==> config.mk <==
export PLATFORM = sky130hd
export DESIGN_NAME = mac_ctrl_flat
export DESIGN_NICKNAME = d
export VERILOG_FILES = /design/src/rtl/mac_ctrl_if.sv /design/src/rtl/mac_ctrl.sv /design/src/flat_wrapper.sv
export SDC_FILE = /design/constraint.sdc
export NUM_CORES = 1
export LEC_CHECK = 0
export BUFFER_PORTS_ARGS = -buffer_cell sky130_fd_sc_hd__buf_2
export CORE_MARGIN = 1
export CORE_UTILIZATION = 63
export DETAILED_ROUTE_END_ITERATION = 6
export GPL_ROUTABILITY_DRIVEN = 0
export HOLD_SLACK_MARGIN = 0.08
export PLACE_DENSITY = 0.86
export SLEW_MARGIN = 20
export SYNTH_ARGS = -nofsm -noshare
export SYNTH_HDL_FRONTEND = slang
export SYNTH_SLANG_ARGS = --single-unit
==> constraint.sdc <==
create_clock -name clk -period 4.9 [get_ports clk]
set_clock_uncertainty 0.1 [all_clocks]
set_input_delay 0.49 -clock clk [delete_from_list [all_inputs] [get_ports clk]]
set_output_delay 0.49 -clock clk [all_outputs]
set_load 0.005 [all_outputs]
==> src/rtl/mac_ctrl_if.sv <==
`default_nettype none
// ============================================================================
//  Module   : mac_ctrl_if
//  Purpose  : Job-request, array-control and memory-read signals of the
//             MAC array controller, bundled with host and controller views.
//  Revision : 1.0  initial release
// ============================================================================
interface mac_ctrl_if #(
    parameter int col = 8,
    parameter int aw  = 11,
    parameter int lw  = 8
);
    logic           start;
    logic [aw-1:0]  w_base;
    logic [aw-1:0]  a_base;
    logic [lw-1:0]  len;
    logic [col-1:0] valid;
    logic [1:0]     inst_w;
    logic           cascade;
    logic           mem_cen;
    logic [aw-1:0]  mem_a;
    logic           busy;
    logic           done;

    // Host / array side: issues jobs and reports column valid flags.
    modport master (
        output start, w_base, a_base, len, valid,
        input  inst_w, cascade, mem_cen, mem_a, busy, done
    );

    // Controller side.
    modport slave (
        input  start, w_base, a_base, len, valid,
        output inst_w, cascade, mem_cen, mem_a, busy, done
    );
endinterface
`default_nettype wire

==> src/rtl/mac_ctrl.sv <==
`default_nettype none
// ============================================================================
//  Module   : mac_ctrl
//  Purpose  : Sequences one MAC-array job: kernel load from memory, cascade
//             propagation gap, activation streaming, then drains until the
//             array has reported one valid result per activation vector.
//  Revision : 1.0  initial release
// ============================================================================
module mac_ctrl #(
    parameter int row = 8,
    parameter int col = 8,
    parameter int aw  = 11,
    parameter int lw  = 8
) (
    input  wire logic  clk,
    input  wire logic  reset,
    mac_ctrl_if.slave  bus
);

    // Phase counter must hold the kernel index, the gap length and the
    // activation index, whichever is widest.
    localparam int c_gap_w = (row + col > 2) ? $clog2(row + col) : 1;
    localparam int c_cw    = (c_gap_w > lw) ? c_gap_w : lw;

    localparam logic [c_cw-1:0] c_one        = c_cw'(1);
    localparam logic [c_cw-1:0] c_kload_last = c_cw'(col - 1);
    localparam logic [c_cw-1:0] c_kgap_last  = c_cw'(row + col - 1);

    typedef enum logic [2:0] {
        S_IDLE  = 3'd0,
        S_KLOAD = 3'd1,
        S_KGAP  = 3'd2,
        S_EXEC  = 3'd3,
        S_DRAIN = 3'd4,
        S_DONE  = 3'd5
    } state_t;

    state_t          r_state;
    logic            r_armed;
    logic [aw-1:0]   r_w_base;
    logic [aw-1:0]   r_a_base;
    logic [lw-1:0]   r_len;
    logic [c_cw-1:0] r_idx;
    logic [lw:0]     r_cnt;

    logic [1:0]      r_inst_w;
    logic            r_cascade;
    logic            r_mem_cen;
    logic [aw-1:0]   r_mem_a;
    logic            r_busy;
    logic            r_done;

    logic [c_cw-1:0] w_idx_inc;
    logic            w_exec_last;
    logic            w_cnt_en;
    logic [lw:0]     w_cnt_next;
    logic            w_drain_done;
    logic            w_unused_valid;

    assign w_idx_inc    = r_idx + c_one;
    assign w_exec_last  = (w_idx_inc == c_cw'(r_len));
    // Only column 0 paces the drain; the other columns finish in lockstep.
    assign w_cnt_en     = ((r_state == S_EXEC) || (r_state == S_DRAIN)) && bus.valid[0];
    assign w_cnt_next   = r_cnt + (lw + 1)'(w_cnt_en);
    // >= rather than == so results that all arrived during EXEC still end the job.
    assign w_drain_done = (w_cnt_next >= {1'b0, r_len});
    assign w_unused_valid = |bus.valid;

    assign bus.inst_w  = r_inst_w;
    assign bus.cascade = r_cascade;
    assign bus.mem_cen = r_mem_cen;
    assign bus.mem_a   = r_mem_a;
    assign bus.busy    = r_busy;
    assign bus.done    = r_done;

    // Job sequencer: state, counters, latched job parameters and all outputs.
    always_ff @(posedge clk or negedge reset) begin
        if (!reset) begin
            r_state   <= S_IDLE;
            r_armed   <= 1'b0;
            r_w_base  <= '0;
            r_a_base  <= '0;
            r_len     <= '0;
            r_idx     <= '0;
            r_cnt     <= '0;
            r_inst_w  <= 2'b00;
            r_cascade <= 1'b0;
            r_mem_cen <= 1'b1;
            r_mem_a   <= '0;
            r_busy    <= 1'b0;
            r_done    <= 1'b0;
        end else begin
            // The edge that releases reset never accepts a job; from the
            // following edge onward start is honoured.
            r_armed <= 1'b1;
            r_done  <= 1'b0;
            r_cnt   <= w_cnt_next;

            // Memory read latency is one cycle, so the instruction follows
            // the address phase of the state just completed.
            case (r_state)
                S_KLOAD: r_inst_w <= 2'b01;
                S_EXEC:  r_inst_w <= 2'b10;
                default: r_inst_w <= 2'b00;
            endcase

            case (r_state)
                S_IDLE: begin
                    if (bus.start && r_armed) begin
                        r_w_base  <= bus.w_base;
                        r_a_base  <= bus.a_base;
                        r_len     <= bus.len;
                        r_idx     <= '0;
                        r_cnt     <= '0;
                        r_state   <= S_KLOAD;
                        r_cascade <= 1'b1;
                        r_busy    <= 1'b1;
                        r_mem_cen <= 1'b0;
                        r_mem_a   <= bus.w_base;
                    end
                end

                S_KLOAD: begin
                    if (r_idx == c_kload_last) begin
                        r_idx     <= '0;
                        r_state   <= S_KGAP;
                        r_mem_cen <= 1'b1;
                        r_mem_a   <= '0;
                    end else begin
                        r_idx   <= w_idx_inc;
                        r_mem_a <= r_w_base + aw'(w_idx_inc);
                    end
                end

                S_KGAP: begin
                    if (r_idx == c_kgap_last) begin
                        r_idx <= '0;
                        if (r_len == '0) begin
                            r_state   <= S_DONE;
                            r_done    <= 1'b1;
                            r_cascade <= 1'b0;
                        end else begin
                            r_state   <= S_EXEC;
                            r_mem_cen <= 1'b0;
                            r_mem_a   <= r_a_base;
                        end
                    end else begin
                        r_idx <= w_idx_inc;
                    end
                end

                S_EXEC: begin
                    if (w_exec_last) begin
                        r_idx     <= '0;
                        r_state   <= S_DRAIN;
                        r_mem_cen <= 1'b1;
                        r_mem_a   <= '0;
                    end else begin
                        r_idx   <= w_idx_inc;
                        r_mem_a <= r_a_base + aw'(w_idx_inc);
                    end
                end

                S_DRAIN: begin
                    if (w_drain_done) begin
                        r_state   <= S_DONE;
                        r_done    <= 1'b1;
                        r_cascade <= 1'b0;
                    end
                end

                S_DONE: begin
                    r_state <= S_IDLE;
                    r_busy  <= 1'b0;
                end

                default: begin
                    r_state   <= S_IDLE;
                    r_cascade <= 1'b0;
                    r_mem_cen <= 1'b1;
                    r_mem_a   <= '0;
                    r_busy    <= 1'b0;
                end
            endcase
        end
    end

endmodule
`default_nettype wire

==> src/flat_wrapper.sv <==
// flat-port wrapper written by rule: the top's interface ports become plain ports
module mac_ctrl_flat 
#(
    parameter int row = 8,
    parameter int col = 8,
    parameter int aw  = 11,
    parameter int lw  = 8
)
  (clk, reset, bus_start, bus_w_base, bus_a_base, bus_len, bus_valid, bus_inst_w, bus_cascade, bus_mem_cen, bus_mem_a, bus_busy, bus_done);
  mac_ctrl_if #(.col(col), .aw(aw), .lw(lw)) bus_i ();
  input  wire logic clk;
  input  wire logic reset;
  input wire logic [$bits(bus_i.start)-1:0] bus_start;
  input wire logic [$bits(bus_i.w_base)-1:0] bus_w_base;
  input wire logic [$bits(bus_i.a_base)-1:0] bus_a_base;
  input wire logic [$bits(bus_i.len)-1:0] bus_len;
  input wire logic [$bits(bus_i.valid)-1:0] bus_valid;
  output wire logic [$bits(bus_i.inst_w)-1:0] bus_inst_w;
  output wire logic [$bits(bus_i.cascade)-1:0] bus_cascade;
  output wire logic [$bits(bus_i.mem_cen)-1:0] bus_mem_cen;
  output wire logic [$bits(bus_i.mem_a)-1:0] bus_mem_a;
  output wire logic [$bits(bus_i.busy)-1:0] bus_busy;
  output wire logic [$bits(bus_i.done)-1:0] bus_done;
  assign bus_i.start = bus_start;
  assign bus_i.w_base = bus_w_base;
  assign bus_i.a_base = bus_a_base;
  assign bus_i.len = bus_len;
  assign bus_i.valid = bus_valid;
  assign bus_inst_w = bus_i.inst_w;
  assign bus_cascade = bus_i.cascade;
  assign bus_mem_cen = bus_i.mem_cen;
  assign bus_mem_a = bus_i.mem_a;
  assign bus_busy = bus_i.busy;
  assign bus_done = bus_i.done;
  mac_ctrl #(.row(row), .col(col), .aw(aw), .lw(lw)) u_core (.clk(clk), .reset(reset), .bus(bus_i));
endmodule
# After elaboration in Yosys (flattened, before gate mapping)
# Index checks and enable logic that the tools add are counted.
[word_totals]
regBits = 68
in_bits = 41
out_inout_bits = 17
[classes]
n_addsub = 4
magnitude_cmp = 1
n_eq_ne = 15
muxes = 37
bitwise = 3
reduce_logical = 16
[ops]
columns = ["cell", "count"]
rows = [
  ["11-bit two-way mux", 5],
  ["11-bit case mux with 5 select lines", 1],
  ["8-bit two-way mux", 4],
  ["8-bit case mux with 4 select lines", 1],
  ["11-bit by 8-bit adder with 11-bit output", 2],
  ["3-bit two-way mux", 6],
  ["9-bit two-way mux", 2],
  ["3-bit case mux with 5 select lines", 1],
  ["1-bit two-way mux", 12],
  ["2-bit by 1-bit inequality test with 1-bit output (second input constant)", 6],
  ["5-bit AND reduction", 2],
  ["9-bit by 1-bit adder with 9-bit output", 1],
  ["9-bit by 8-bit greater-or-equal comparator with 1-bit output", 1],
  ["8-bit by 1-bit adder with 8-bit output (second input constant)", 1],
  ["8-bit by 3-bit equality test with 1-bit output (second input constant)", 1],
  ["8-bit by 4-bit equality test with 1-bit output (second input constant)", 1],
  ["8-bit equality test", 1],
  ["8-bit zero test", 1],
  ["3-bit by 2-bit equality test with 1-bit output (second input constant)", 2],
  ["3-bit equality test (second input constant)", 2],
  ["2-bit AND reduction", 3],
  ["6-bit AND reduction", 1],
  ["1-bit case mux with 5 select lines", 1],
  ["1-bit case mux with 2 select lines", 2],
  ["other kinds (13)", 16],
]

# Logic depth before layout (Yosys ltp)
[logic_depth]
ltp_word = 7
mapped_depth = 15
mapped_depth_nobuf = 14

# Least setup slack after synthesis
# Ideal clock, no wire load.
[synth_path]
path_kind = "reg2reg"
from = "register u_core.r_idx[0]"
to = "register u_core.r_mem_a[10], in the netlist u_core.bus.mem_a[10]"
arrival_time_ns = 2.859
t_required_ns = 4.664
slack_ns = 1.805
path_stages_with_launch = 12
path_buffers = 0
path_cell_list = "dfrtp_1 > ha_1 > xnor2_1 > inv_1 > ha_1 > nor2b_1 > o31a_1 > or4_1 > a31oi_1 > nor4_1 > o31ai_1 > o211ai_1"
[synth_between]
elab_chain_cells = 4
elab_cells_between_ends = 11
cone_classes = "add/sub (3); eq/ne (4); mux (3); reduce/logical (1)"
[synth_lines]
columns = ["item", "line_no", "source"]
rows = [
  ["start: declaration", "mac_ctrl.sv:43", "logic [c_cw-1:0] r_idx;"],
  ["start signal: assignment", "mac_ctrl.sv:130", "r_idx <= w_idx_inc;"],
  ["start signal: assignment", "mac_ctrl.sv:148", "r_idx <= w_idx_inc;"],
  ["start signal: assignment", "mac_ctrl.sv:159", "r_idx <= w_idx_inc;"],
  ["8-bit by 1-bit adder with 8-bit output", "mac_ctrl.sv:60", "assign w_idx_inc = r_idx + c_one;"],
  ["11-bit by 8-bit adder with 11-bit output (tied with other cells)", "mac_ctrl.sv:160", "r_mem_a <= r_a_base + aw'(w_idx_inc);"],
  ["11-bit two-way mux, on equally long branches", "mac_ctrl.sv:153, mac_ctrl.sv:124", ""],
  ["11-bit case mux with 5 select lines", "mac_ctrl.sv:107", "case (r_state)"],
  ["end signal: assignment", "mac_ctrl.sv:119", "r_mem_a <= bus.w_base;"],
  ["end signal: assignment", "mac_ctrl.sv:131", "r_mem_a <= r_w_base + aw'(w_idx_inc);"],
  ["end signal: assignment", "mac_ctrl.sv:160", ""],
  ["end: declaration", "mac_ctrl.sv:49", "logic [aw-1:0] r_mem_a;"],
]
# Parallel ways exist; a longest one is shown, timed or not.
# A chain may end at the register's enable or synchronous reset.

# Worst setup path after layout
[layout_path]
from = "register u_core.r_state[1]"
to = "register u_core.r_done, in the netlist u_core.bus.done"
[layout_between]
elab_chain_cells = 7
elab_cells_between_ends = 9
cone_classes = "add/sub (1); order compare (1); eq/ne (3); mux (2); reduce/logical (2)"
[layout_lines]
columns = ["item", "line_no", "source"]
rows = [
  ["start: declaration", "mac_ctrl.sv:38", "state_t r_state;"],
  ["start signal: assignment", "mac_ctrl.sv:79", "r_state <= S_IDLE;"],
  ["start signal: assignment", "mac_ctrl.sv:115", "r_state <= S_KLOAD;"],
  ["start signal: assignment", "mac_ctrl.sv:126", "r_state <= S_KGAP;"],
  ["3-bit by 2-bit equality test with 1-bit output or 3-bit equality test (tied branches)", "mac_ctrl.sv:63, mac_ctrl.sv:107", ""],
  ["1-bit logical OR", "mac_ctrl.sv:63", "assign w_cnt_en = ((r_state == S_EXEC) || (r_state == S_DRAIN)) && bus.valid[0];"],
  ["1-bit logical AND", "mac_ctrl.sv:63", ""],
  ["9-bit by 1-bit adder with 9-bit output", "mac_ctrl.sv:64", "assign w_cnt_next = r_cnt + (lw + 1)'(w_cnt_en);"],
  ["9-bit by 8-bit greater-or-equal comparator with 1-bit output", "mac_ctrl.sv:66", "assign w_drain_done = (w_cnt_next >= {1'b0, r_len});"],
  ["1-bit two-way mux", "mac_ctrl.sv:165", "if (w_drain_done) begin"],
  ["1-bit case mux with 2 select lines *", "mac_ctrl.sv:107", ""],
  ["end signal: assignment", "mac_ctrl.sv:91", "r_done <= 1'b0;"],
  ["end signal: assignment", "mac_ctrl.sv:96", "r_done <= 1'b0;"],
  ["end signal: assignment", "mac_ctrl.sv:167", "r_done <= 1'b1;"],
  ["end: declaration", "mac_ctrl.sv:51", "logic r_done;"],
]
# Mark *: on every way between the ends. The rest lies on a longest branch, timed or not.

==> out/results.tsv <==
metric	value	unit
port buffer count	50	
per-cell routed wire length	17.7	um
diode count	0	
clock-pin slew on the worst setup and hold paths	0.07	ns
Hold Path Class	in2async	
first-pass GRT wire length	16.9	mm
crit-path cells	nor2b_1, nand2_1, a21boi_0, ha_1, ha_1, nand3_1, xnor2_1, ha_1, a21o_1, a211oi_1, o21ai_0, a21oi_1, nand2b_1, a21oi_1	
nets	567	
reg2reg end	u_core.bus.done	
clock power share	46.7	%
I/O pin total	58	
Critical Path AT	3.93	ns
Core Rows	30	
Largest delay share family, worst path	compound AO/OA/AOI/OAI gates	
crit path max-delay cell type	dfrtp_1	
worst path bufs/invs	0	
Final Non-Filler Cells	581	
pwr/cell area	227	nW/um^2
core region area	6760	sq um
Yosys cell types	65	
most frequent cells in the layout	dfrtp_1, buf_2, nor2_1	
Resized cells post-CTS	0	
root buf cell	clkbuf_8	
GRT Overall Usage	30.2	%
Max-cap violations	0	
outcome	completed	
H-tree depth	3	
RSZ-0062 raised after global routing	no	
CP Data Required Time	5.03	ns
CTS Hold Buffers Added	0	
Mapped Area	4400	sq um
initial core utilization	65.1	%
normalized max-slew margin	38.3	%
NetSw	0.000239	W
Yosys reg bits	68	
Inserted Clock Buffers	9	
reg2reg start	u_core.r_state[1]	
dpl cells	565	
Crit path largest cell delay	0.66	ns
vias in the first global route	3626	
sequential share of the synthesized area	38.7	%
Pre-Repair DR Iteration Count	5	
Max VDD drop	0.000161	V
fin crit period	3.79	ns
Iter 0 DRT Violations	230	
area growth from synthesis to layout	11.4	%
Setup Fix Bufs, Post-CTS	0	
Routed WL	10.3	mm
syn nets	519	
crit-path most repeated cell	ha_1	
CP endpoint kind	flip-flop	
Avg Cell Area, Syn	9.82	sq um
Die Area	7320	sq um
Pint	0.000872	W
HPWL Detailed	7.43	mm
count of flip-flops with a built-in enable after synthesis	0	
crit path launch type	flip-flop	
Synth Flop Type	dfrtp_1	
power share of the sequential group	50.6	%
Crit Path Max Fanout	15	
Antenna Nets Post-Route	0	
routed vias	3632	
post-route DRC violation count	0	
R2R depth	14	
P_leak	2.40	nW
Worst Tran Pin Value	0.922	ns
Setup CP Type	reg2reg	
vias per inst	6.25	
initial antenna violation count	0	
share of cells above drive strength 1	21.6	%
combinational power share	2.8	%
final setup vio count	0	
Die W	85.6	um
Post-Synthesis Cells	448	
critical path depth	14	
Fin. Hold Viols	0	
Die Ht	85.6	um
CTS tree	done	
largest net degree at the start of global routing	69	
period utilization	77.4	%
Slew Limit Fails	0	
clk sinks	68	
setup TNS	0	ns
Synth warnings	0	
Congestion Overflow GR	0	
Synth async-reset ratio	100	%
Clock Path Buffers	2	
clk_lat worst skew	0.36	ns
Max Fclk	264	MHz
R2R Setup Slk	1.11	ns
most common cell after layout, fill and taps aside	dfrtp_1	
sw frac	21.5	%
==> cells in the mapped netlist, types with 5 or more instances <==
cell type / number / area share [%]
mux2_2: 22 / 5.6
mux2i_1: 12 / 2.7
o22ai_1: 5 / 0.71
nor2_1: 36 / 3.1
dfrtp_1: 67 / 38
a31oi_1: 7 / 1.0
buf_2: 5 / 0.57
nor2b_1: 5 / 0.71
xor2_1: 14 / 2.8
o31a_1: 8 / 1.6
inv_1: 20 / 1.7
nand2_1: 34 / 2.9
a21o_1: 5 / 0.85
a22oi_1: 6 / 1.0
o211ai_1: 6 / 1.0
nand2b_1: 7 / 1.0
a21oi_1: 19 / 2.2
ha_1: 28 / 8.0
nor3_1: 5 / 0.57
xnor2_1: 17 / 3.4
o21ai_0: 27 / 3.1
clkbuf_1: 6 / 0.51
nand3_1: 15 / 1.7
o21a_1: 6 / 1.0
==> power groups by stage <==
| stage | sequential, W | combinational (W) | clock (W) |
|---|---|---|---|
| 2_1_floorplan | 0.000573 | 0.00000477 | 0 |
| 3_3_place_gp | 0.000573 | 0.0000304 | 0 |
| 3_5_place_dp | 0.000573 | 0.0000313 | 0 |
| 4_1_cts | 0.000562 | 0.0000314 | 0.000526 |
| 5_1_grt | 0.000562 | 0.0000350 | 0.000548 |
| 6_report | 0.000562 | 0.0000306 | 0.000518 |
==> through the flow <==
| stage | hold slack [ns] | worst slack (ns) | instance area [sq um] | utilization, % | power (W) |
|---|---|---|---|---|---|
| 2_1_floorplan | 0.0944 | 1.81 | 4400 | - | 0.000578 |
| 3_3_place_gp | 0.368 | 1.31 | 4680 | 69.3 | 0.000603 |
| 3_5_place_dp | 0.379 | 1.24 | 4680 | 69.3 | 0.000604 |
| 4_1_cts | 0.228 | 1.15 | 4900 | 72.5 | 0.00112 |
| 5_1_grt | 0.236 | 0.794 | 4900 | 72.5 | 0.00114 |
| 6_report | 0.227 | 1.11 | 4900 | 72.5 | 0.00111 |
==> registers in the layout, summed over array words and instances, names as in the netlist <==
register            count
u_core.r_idx            8
u_core.bus.cascade      1
u_core.r_armed          1
u_core.bus.inst_w       2
u_core.r_cnt            9
u_core.bus.done         1
u_core.bus.busy         1
u_core.r_state          3
u_core.r_len            8
u_core.r_w_base        11
u_core.r_a_base        11
u_core.bus.mem_cen      1
u_core.bus.mem_a       11
==> layout make-up <==
type | count | area, sq um
Clock inverter | 5 | 75.1
Clock buffer | 11 | 141
Tap cell | 80 | 100
Timing Repair Buffer | 54 | 280
Sequential cell | 68 | 1700
Fill cell | 516 | 1860
Multi-Input combinational cell | 343 | 2520
Inverter | 20 | 75.1
==> per-layer routing <==
metal	part of all wire, %	track usage, %	up-vias
met5	0	0	-
met4	1.2	12.1	0
met3	6.6	6.16	13
met2	50	51.2	150
met1	42	38.0	1756
li1	-	-	1713
==> cells by family (layout without fill, tap and decap cells) <==
family	Yosys count	count (layout)	synth area share [%]
buffers and inverters	37	90	4.07
DFF	68	68	38.7
AOI/OAI and AO/OA	121	121	18.6
adders and majority gates	30	30	8.88
and+or+nand+nor	124	124	14.3
other	1	1	0.0853
xor gates and xnor gates	33	33	7.06
muxes	34	34	8.36
==> how the worst max path moves through the flow <==
stage	start	endpoint	slack, ns
floorplan	u_core.r_idx[0]	u_core.bus.mem_a[10]	1.81
global placement	u_core.r_state[1]	u_core.bus.done	1.31
detailed placement	u_core.r_state[1]	u_core.bus.done	1.24
CTS	u_core.r_state[1]	u_core.bus.done	1.15
global route	u_core.r_state[1]	u_core.bus.done	0.79
finish	u_core.r_state[1]	u_core.bus.done	1.11
Power figures use the tool's default switching activity.
